<file path="config.mk">
export PLATFORM = sky130hd
export DESIGN_NAME = free_list_flat
export DESIGN_NICKNAME = d
export VERILOG_FILES = /design/src/rtl/free_list_if.sv /design/src/rtl/free_list.sv /design/src/flat_wrapper.sv
export SDC_FILE = /design/constraint.sdc
export NUM_CORES = 1
export LEC_CHECK = 0
export CAP_MARGIN = 5
export CORE_UTILIZATION = 40
export DETAILED_ROUTE_END_ITERATION = 8
export DONT_BUFFER_PORTS = 1
export SKIP_CTS_REPAIR_TIMING = 1
export SYNTH_ARGS = -nofsm -noshare
export SYNTH_HDL_FRONTEND = slang
export SYNTH_SLANG_ARGS = --single-unit
</file>
<file path="constraint.sdc">
create_clock -name clk -period 5.3 [get_ports clk]
set_clock_uncertainty 0.15 [all_clocks]
set_input_delay 0.265 -clock clk [delete_from_list [all_inputs] [get_ports clk]]
set_output_delay 0.265 -clock clk [all_outputs]
set_load 0.05 [all_outputs]
</file>
<file path="src/rtl/free_list_if.sv">
// Rename-stage free-list port bundle: rename/commit (master) drive requests,
// the free list (slave) returns the head register, its validity and the occupancy.
interface free_list_if #(
   parameter int PREG_WIDTH = 7
);
   logic                  alloc_req;
   logic [PREG_WIDTH-1:0] alloc_preg;
   logic                  alloc_valid;
   logic                  free_valid;
   logic [PREG_WIDTH-1:0] free_preg;
   logic                  is_branch_dispatch;
   logic                  branch_mispredict;
   logic [PREG_WIDTH:0]   free_count;
   logic                  fl_error;

   modport master (
      output alloc_req, free_valid, free_preg, is_branch_dispatch, branch_mispredict,
      input  alloc_preg, alloc_valid, free_count, fl_error
   );

   modport slave (
      input  alloc_req, free_valid, free_preg, is_branch_dispatch, branch_mispredict,
      output alloc_preg, alloc_valid, free_count, fl_error
   );
endinterface

</file>
<file path="src/rtl/free_list.sv">
// Physical register free list: circular FIFO of preg numbers with a single head
// checkpoint for mispredict recovery. Define FREE_LIST_CHECK_EN for the sticky fl_error.
module free_list #(
   parameter int PREG_WIDTH = 7,
   parameter int NUM_AREGS  = 32
) (
   input logic        clk,
   input logic        reset,
   free_list_if.slave fl
);
   localparam int NUM_PREGS = 2 ** PREG_WIDTH;
   localparam int NUM_INIT  = NUM_PREGS - NUM_AREGS;

   typedef logic [PREG_WIDTH:0]   ptr_t;
   typedef logic [PREG_WIDTH-1:0] preg_t;

   localparam ptr_t FULL_COUNT = ptr_t'(NUM_PREGS);

   preg_t mem [NUM_PREGS];
   ptr_t  head, tail, shadow_head, head_next;
   ptr_t  count;
   logic  do_pop, do_push, do_ckpt;

   always_comb begin
      count          = tail - head;
      fl.free_count  = count;
      fl.alloc_valid = (count != '0);
      fl.alloc_preg  = mem[head[PREG_WIDTH-1:0]];

      do_pop  = fl.alloc_req && fl.alloc_valid && !fl.branch_mispredict;
      do_push = fl.free_valid && (fl.free_preg != '0) && (count != FULL_COUNT);
      do_ckpt = fl.is_branch_dispatch && !fl.branch_mispredict;

      // Mispredict wins over this cycle's pop; the checkpoint sees the post-pop head.
      if (fl.branch_mispredict)
         head_next = shadow_head;
      else
         head_next = head + ptr_t'(do_pop);
   end

   always_ff @(posedge clk) begin
      if (reset) begin
         // NOTE: the storage itself is reset because the initial free registers
         // (NUM_AREGS upward) must be present in the FIFO from the first cycle.
         for (int i = 0; i < NUM_PREGS; i++)
            mem[i] <= (i < NUM_INIT) ? preg_t'(NUM_AREGS + i) : '0;
         head        <= '0;
         shadow_head <= '0;
         tail        <= ptr_t'(NUM_INIT);
      end else begin
         if (do_push) begin
            mem[tail[PREG_WIDTH-1:0]] <= fl.free_preg;
            tail                      <= tail + ptr_t'(1);
         end
         head <= head_next;
         if (do_ckpt)
            shadow_head <= head_next;
      end
   end

`ifdef FREE_LIST_CHECK_EN
   logic err_event;
   logic fl_error_q;

   always_comb begin
      err_event = (fl.alloc_req && !fl.alloc_valid && !fl.branch_mispredict) ||
                  (fl.free_valid && (fl.free_preg == '0)) ||
                  (fl.free_valid && (count == FULL_COUNT));
   end

   always_ff @(posedge clk) begin
      if (reset)
         fl_error_q <= 1'b0;
      else if (err_event)
         fl_error_q <= 1'b1;
   end

   always_ff @(posedge clk) begin
      if (!reset && err_event)
         $error("free_list: illegal alloc or free (count=%0d preg=%0d)", count, fl.free_preg);
   end

   assign fl.fl_error = fl_error_q;
`else
   assign fl.fl_error = 1'b0;
`endif
endmodule

</file>
<file path="src/flat_wrapper.sv">
// flat-port wrapper written by rule: the top's interface ports become plain ports
module free_list_flat 
#(
   parameter int PREG_WIDTH = 7,
   parameter int NUM_AREGS  = 32
)
  (clk, reset, fl_alloc_req, fl_free_valid, fl_free_preg, fl_is_branch_dispatch, fl_branch_mispredict, fl_alloc_preg, fl_alloc_valid, fl_free_count, fl_fl_error);
  free_list_if #(.PREG_WIDTH(PREG_WIDTH)) fl_i ();
  input logic clk;
  input logic reset;
  input wire logic [$bits(fl_i.alloc_req)-1:0] fl_alloc_req;
  input wire logic [$bits(fl_i.free_valid)-1:0] fl_free_valid;
  input wire logic [$bits(fl_i.free_preg)-1:0] fl_free_preg;
  input wire logic [$bits(fl_i.is_branch_dispatch)-1:0] fl_is_branch_dispatch;
  input wire logic [$bits(fl_i.branch_mispredict)-1:0] fl_branch_mispredict;
  output wire logic [$bits(fl_i.alloc_preg)-1:0] fl_alloc_preg;
  output wire logic [$bits(fl_i.alloc_valid)-1:0] fl_alloc_valid;
  output wire logic [$bits(fl_i.free_count)-1:0] fl_free_count;
  output wire logic [$bits(fl_i.fl_error)-1:0] fl_fl_error;
  assign fl_i.alloc_req = fl_alloc_req;
  assign fl_i.free_valid = fl_free_valid;
  assign fl_i.free_preg = fl_free_preg;
  assign fl_i.is_branch_dispatch = fl_is_branch_dispatch;
  assign fl_i.branch_mispredict = fl_branch_mispredict;
  assign fl_alloc_preg = fl_i.alloc_preg;
  assign fl_alloc_valid = fl_i.alloc_valid;
  assign fl_free_count = fl_i.free_count;
  assign fl_fl_error = fl_i.fl_error;
  free_list #(.PREG_WIDTH(PREG_WIDTH), .NUM_AREGS(NUM_AREGS)) u_core (.clk(clk), .reset(reset), .fl(fl_i));
endmodule
</file>
## Word-level counts from Yosys, hierarchy flattened

Memory sizes are Yosys's and may differ from the RTL's. A register that Yosys moved wholly into a read port is not among the register bits.
Index checks and enable logic that the tools add are counted.

- Flip-flop bits (word level): 24
- Memory bits (writable): 896
- Input port bits: 13
- Output and inout bits: 17
- Word-level logic and storage cells: 27
- Memories kept: 1

Memories:

| name | words | bits a word | rd ports | clocked after memory_dff | write ports | line | RTL |
|---|---|---|---|---|---|---|---|
| u_core.mem | 128 | 7 | 1 | 1 | 128 | free_list.sv:19 | `preg_t mem [NUM_PREGS];` |

- Add/sub/neg operators: 3
- Equal/unequal tests: 1
- Muxes and demuxes: 10
- Reductions and logical operators: 9

Operators with widths:

| kind | count |
|---|---|
| 7-bit 2-to-1 mux | 3 |
| 8-bit by 1-bit adder with 8-bit output | 1 |
| 8-bit by 1-bit adder with 8-bit output (second input constant) | 1 |
| 8-bit 2-to-1 mux | 1 |
| 8-bit inequality test (second input constant) | 1 |
| 8-bit nonzero test | 1 |
| 8-bit subtractor | 1 |
| 7-bit nonzero test | 1 |
| 7-bit OR reduction | 1 |
| 1-bit 2-to-1 mux | 6 |
| 1-bit logical AND | 5 |
| 1-bit logical NOT | 1 |

## Depth between registers and ports, before layout

- Depth in word-level cells: 8
- Depth in mapped cells: 23

## Worst setup path before layout

Ideal clock, no wire load.

- Path type: reg-to-reg
- Start: reg u_core.head[1]
- End: reg u_core.head[6]
- Arrival time: 5.178 ns
- Required time: 5.022 ns
- Path slack: -0.156 ns
- Stages on the path, launching flop included: 24
- Buffers on the path: 8
- Cell sequence: dfxtp_1 buf_2 buf_2 buf_1 inv_1 buf_2 buf_1 ha_1 and3b_1 or3_4 a2111oi_4 o221a_2 buf_6 buf_8 buf_8 nand2_1 and3b_1 ha_1 ha_1 nand2_1 nor2_1 xnor2_1 o21ai_0 nor2b_1

- Word-level cells in the longest chain between the ends: 6

Ends and longest elaborated chain:

| element | line | RTL |
|---|---|---|
| from (decl) | free_list.sv:20 | `ptr_t head, tail, shadow_head, head_next;` |
| from (signal assigned) | free_list.sv:55 | `head <= head_next;` |
| 8-bit subtractor | free_list.sv:25 | `count = tail - head;` |
| 8-bit nonzero test | free_list.sv:27 | `fl.alloc_valid = (count != '0);` |
| named net fl_alloc_valid | flat_wrapper.sv:17 | `output wire logic [$bits(fl_i.alloc_valid)-1:0] fl_alloc_valid;` |
| 1-bit logical AND (2 in a row) | free_list.sv:30 | `do_pop = fl.alloc_req && fl.alloc_valid && !fl.branch_mispredict;` |
| 8-bit by 1-bit adder with 8-bit output | free_list.sv:38 | `head_next = head + ptr_t'(do_pop);` |
| 8-bit 2-to-1 mux | free_list.sv:35 | `if (fl.branch_mispredict)` |

The timed path passes the listed nets, and every way through them passes these cells.
A chain may end at the register's enable or synchronous reset.

==> impl_metrics.env <==
export IMPL_status="complete, but fails checks"
export IMPL_violations="negative hold slack"
export IMPL_p_per_area_nw_per_um2=328
export IMPL_cp_end_kind="output port"
export IMPL_core_area_sq_um=104000
export IMPL_fin_crit_ns=5.16
export IMPL_yosys_cell_types_count=76
export IMPL_htreeDepth=3
export IMPL_rows=118
export IMPL_synth_cells=3072
export IMPL_cp_required_ns=4.89
export IMPL_reg2regPathDepth=13
export IMPL_fin_hold_ws_ns=-0.0169
export IMPL_syn_area_per_cell_sq_um=13.8
export IMPL_drtAntennaViolNets=0
export IMPL_worst_pin_slew_ns=1.31
export IMPL_ys_seq_elements=920
export IMPL_max_vdd_ir_drop_v=0.000266
export IMPL_start_util_pct=40.6
export IMPL_num_io_pins=30
export IMPL_fill_cells=9178
export IMPL_crit_type="reg -> out"
export IMPL_viasPerCell=6.31
export IMPL_insertion_delay_ns=0.68
export IMPL_finalHoldViolCount=4
export IMPL_dieArea_sq_um=107000
export IMPL_max_freq_mhz=194
export IMPL_syn_area_sq_um=42300
export IMPL_crit_fanout=51
export IMPL_async_flop_share_pct=0
export IMPL_ys_flop_type="edfxtp_1"
export IMPL_final_cell_mix="896 x edfxtp_1, 614 x nor2_1, 493 x nand2_1"
export IMPL_drive_gt1_share_pct=19.0
export IMPL_clkTransAtPathRegs_ns=0.06
export IMPL_drt_total_wl_microns=150000
export IMPL_vias=28600
export IMPL_clock_sinks=920
export IMPL_hold_class="in -> reg"
export IMPL_cts_buffer_depth=3
export IMPL_tns_ns=0
export IMPL_die_y_microns=327
export IMPL_syn_num_nets=3096
export IMPL_finalSetupViolations=0
export IMPL_seqPwrFrac_pct=52.2
export IMPL_root_buffer="clkbuf_16"
export IMPL_drc_errors=0
export IMPL_rrSetupSlack_ns=0.50
export IMPL_p_clk_share_pct=40.7
export IMPL_relSlewSlack_pct=12.7
export IMPL_yosysWarnings=0
export IMPL_gr_total_overflow=0
export IMPL_p_leak_nw=14.0
export IMPL_die_w_microns=327
export IMPL_p_switching_w=0.00370
export IMPL_wl_per_cell_microns=33.0
export IMPL_first_pass_iters=5
export IMPL_place_congestion=0.943
export IMPL_cts_tree="yes"
export IMPL_swShare_pct=23.7
export IMPL_cap_viol_max_count=0
export IMPL_finalMaxSlewViolations=0
export IMPL_antenna_found_initial=3
export IMPL_rsz0062_at_grt="no"
export IMPL_grt_max_degree=165
export IMPL_hp_start="fl_branch_mispredict"
export IMPL_mostFrequentLayoutCell="edfxtp_1"
export IMPL_fin_crit_sh_pct=97.4
export IMPL_syn_to_final_growth_pct=12.4
export IMPL_cp_start_kind="flip-flop"
export IMPL_internal_power_w=0.0119
export IMPL_hold_depth=4
export IMPL_synth_edff_count=896
export IMPL_setup_worst_path_start="u_core.head[2]$_SDFF_PP0_"
export IMPL_grt_pass1_wl_microns=206000
export IMPL_gr_usage_all_layers_pct=27.2
export IMPL_io_buffers=0
export IMPL_cts_buffers=93
export IMPL_dpl_hpwl_microns=92300
export IMPL_drt_initial_drc_count=4912
export IMPL_r2r_end="u_core.head[1]$_SDFF_PP0_"
export IMPL_whs_endpoint="u_core.shadow_head[0]$_SDFFE_PP0P_"
export IMPL_layout_nets=3106
export IMPL_combPwrFrac_pct=7.1
export IMPL_grt_pass1_vias=27200
export IMPL_yosysSeqAreaShare_pct=64.8
export IMPL_cp_data_arrival_time_ns=4.75
export IMPL_reg2reg_from="u_core.head[1]$_SDFF_PP0_"
==> state kept, by name (all words and copies together) (netlist names) <==
register and cells:
u_core.shadow_head 8, u_core.mem 896, u_core.tail 8, u_core.head 8
==> metrics by stage <==
step | worst slack, ns | cell area [sq um] | instances | utilization (%) | power, W
final | 0.137 | 47500 | 4535 | 45.6 | 0.0156
after global routing | 0.206 | 47500 | 4531 | 45.6 | 0.0159
after CTS | 0.214 | 47200 | 4512 | 45.4 | 0.0155
after detailed placement | 0.865 | 44400 | 4348 | 42.7 | 0.00930
after global placement | 0.905 | 44400 | 4348 | 42.7 | 0.00930
after floorplan | 0.0819 | 42300 | 3072 | - | 0.00893
==> how the worst max path moves through the flow <==
| stage | cells past startpoint | slack (ns) | end |
|---|---|---|---|
| 2_1_floorplan | 22 | 0.08 | u_core.head[6]$_SDFF_PP0_ |
| 3_3_place_gp | 15 | 0.91 | u_core.head[6]$_SDFF_PP0_ |
| 3_5_place_dp | 15 | 0.87 | u_core.head[6]$_SDFF_PP0_ |
| 4_1_cts | 8 | 0.21 | fl_alloc_preg[2] |
| 5_1_grt | 8 | 0.21 | fl_alloc_preg[5] |
| 6_report | 8 | 0.14 | fl_alloc_preg[2] |
==> power by group through the flow <==
stage / combinational [W] / clock [W] / sequential (W)
finish: 0.00110 / 0.00636 / 0.00814
CTS: 0.00101 / 0.00636 / 0.00814
detailed placement: 0.00101 / 0 / 0.00830
floorplan: 0.000652 / 0 / 0.00827
global placement: 0.00100 / 0 / 0.00829
global route: 0.00113 / 0.00662 / 0.00815
==> synth_stat cells (6+ instances only) <==
cell type | count | area [sq um]
nand2_1 | 493 | 1850
nand2b_1 | 7 | 43.8
clkbuf_1 | 126 | 473
a221oi_1 | 8 | 70.1
xnor2_1 | 7 | 61.3
a22oi_1 | 6 | 45.0
ha_1 | 10 | 125
a211oi_2 | 12 | 150
buf_4 | 12 | 90.1
buf_1 | 18 | 67.6
dfxtp_1 | 24 | 480
mux2i_1 | 52 | 521
nand3_1 | 51 | 255
o211ai_1 | 19 | 143
o21bai_1 | 39 | 293
nor3_1 | 50 | 250
a2111oi_2 | 7 | 105
a21o_1 | 80 | 601
edfxtp_1 | 896 | 26900
inv_1 | 13 | 48.8
buf_2 | 97 | 485
a2111oi_0 | 6 | 52.6
a211oi_1 | 14 | 105
mux4_2 | 237 | 5340
a21oi_1 | 13 | 65.1
mux2_2 | 7 | 78.8
o2111ai_1 | 10 | 87.6
nor2b_1 | 18 | 113
a31o_2 | 9 | 78.8
nor2_1 | 621 | 2330
o21ai_0 | 22 | 110
==> layout make-up <==
cell class                 instances  area, sq um  area share [%]
antenna                            4         10.0          0.0211
clock buffer                     112         2400            5.05
clock inverter                    52          433           0.911
inverter                          16         63.8           0.134
multi-input combinational       1879        14000            29.4
sequential                       920        27400            57.7
tap                             1380         1730            3.63
timing repair buffer             172         1490            3.14
==> routing by layer <==
metal | wire, microns | vias to the layer above | global-route usage (%)
li1 | - | 11400 | -
met1 | 56300 | 14500 | 37.4
met2 | 65500 | 2251 | 40.5
met3 | 19700 | 396 | 6.71
met4 | 8170 | 4 | 13.1
met5 | 126 | - | 0.710
==> critical path, stage by stage, from the launching register on <==
cell and delay, ns:
dfxtp_4 0.36, buf_4 0.45, buf_4 0.75, nand2_1 0.66
o22ai_1 0.66, a311oi_1 0.11, nor2_1 0.40, a31oi_2 0.27
buf_4 0.26
==> logic make-up after synthesis <==
family          share of synthesized area (%)
xor+xnor                                0.293
compound gates                           5.71
flops                                    64.8
simple gates                             11.9
other cells                           0.00887
fa+ha+maj                               0.343
buf+inv                                  2.91
mux                                      14.1
(Power assumes the default switching activity.)
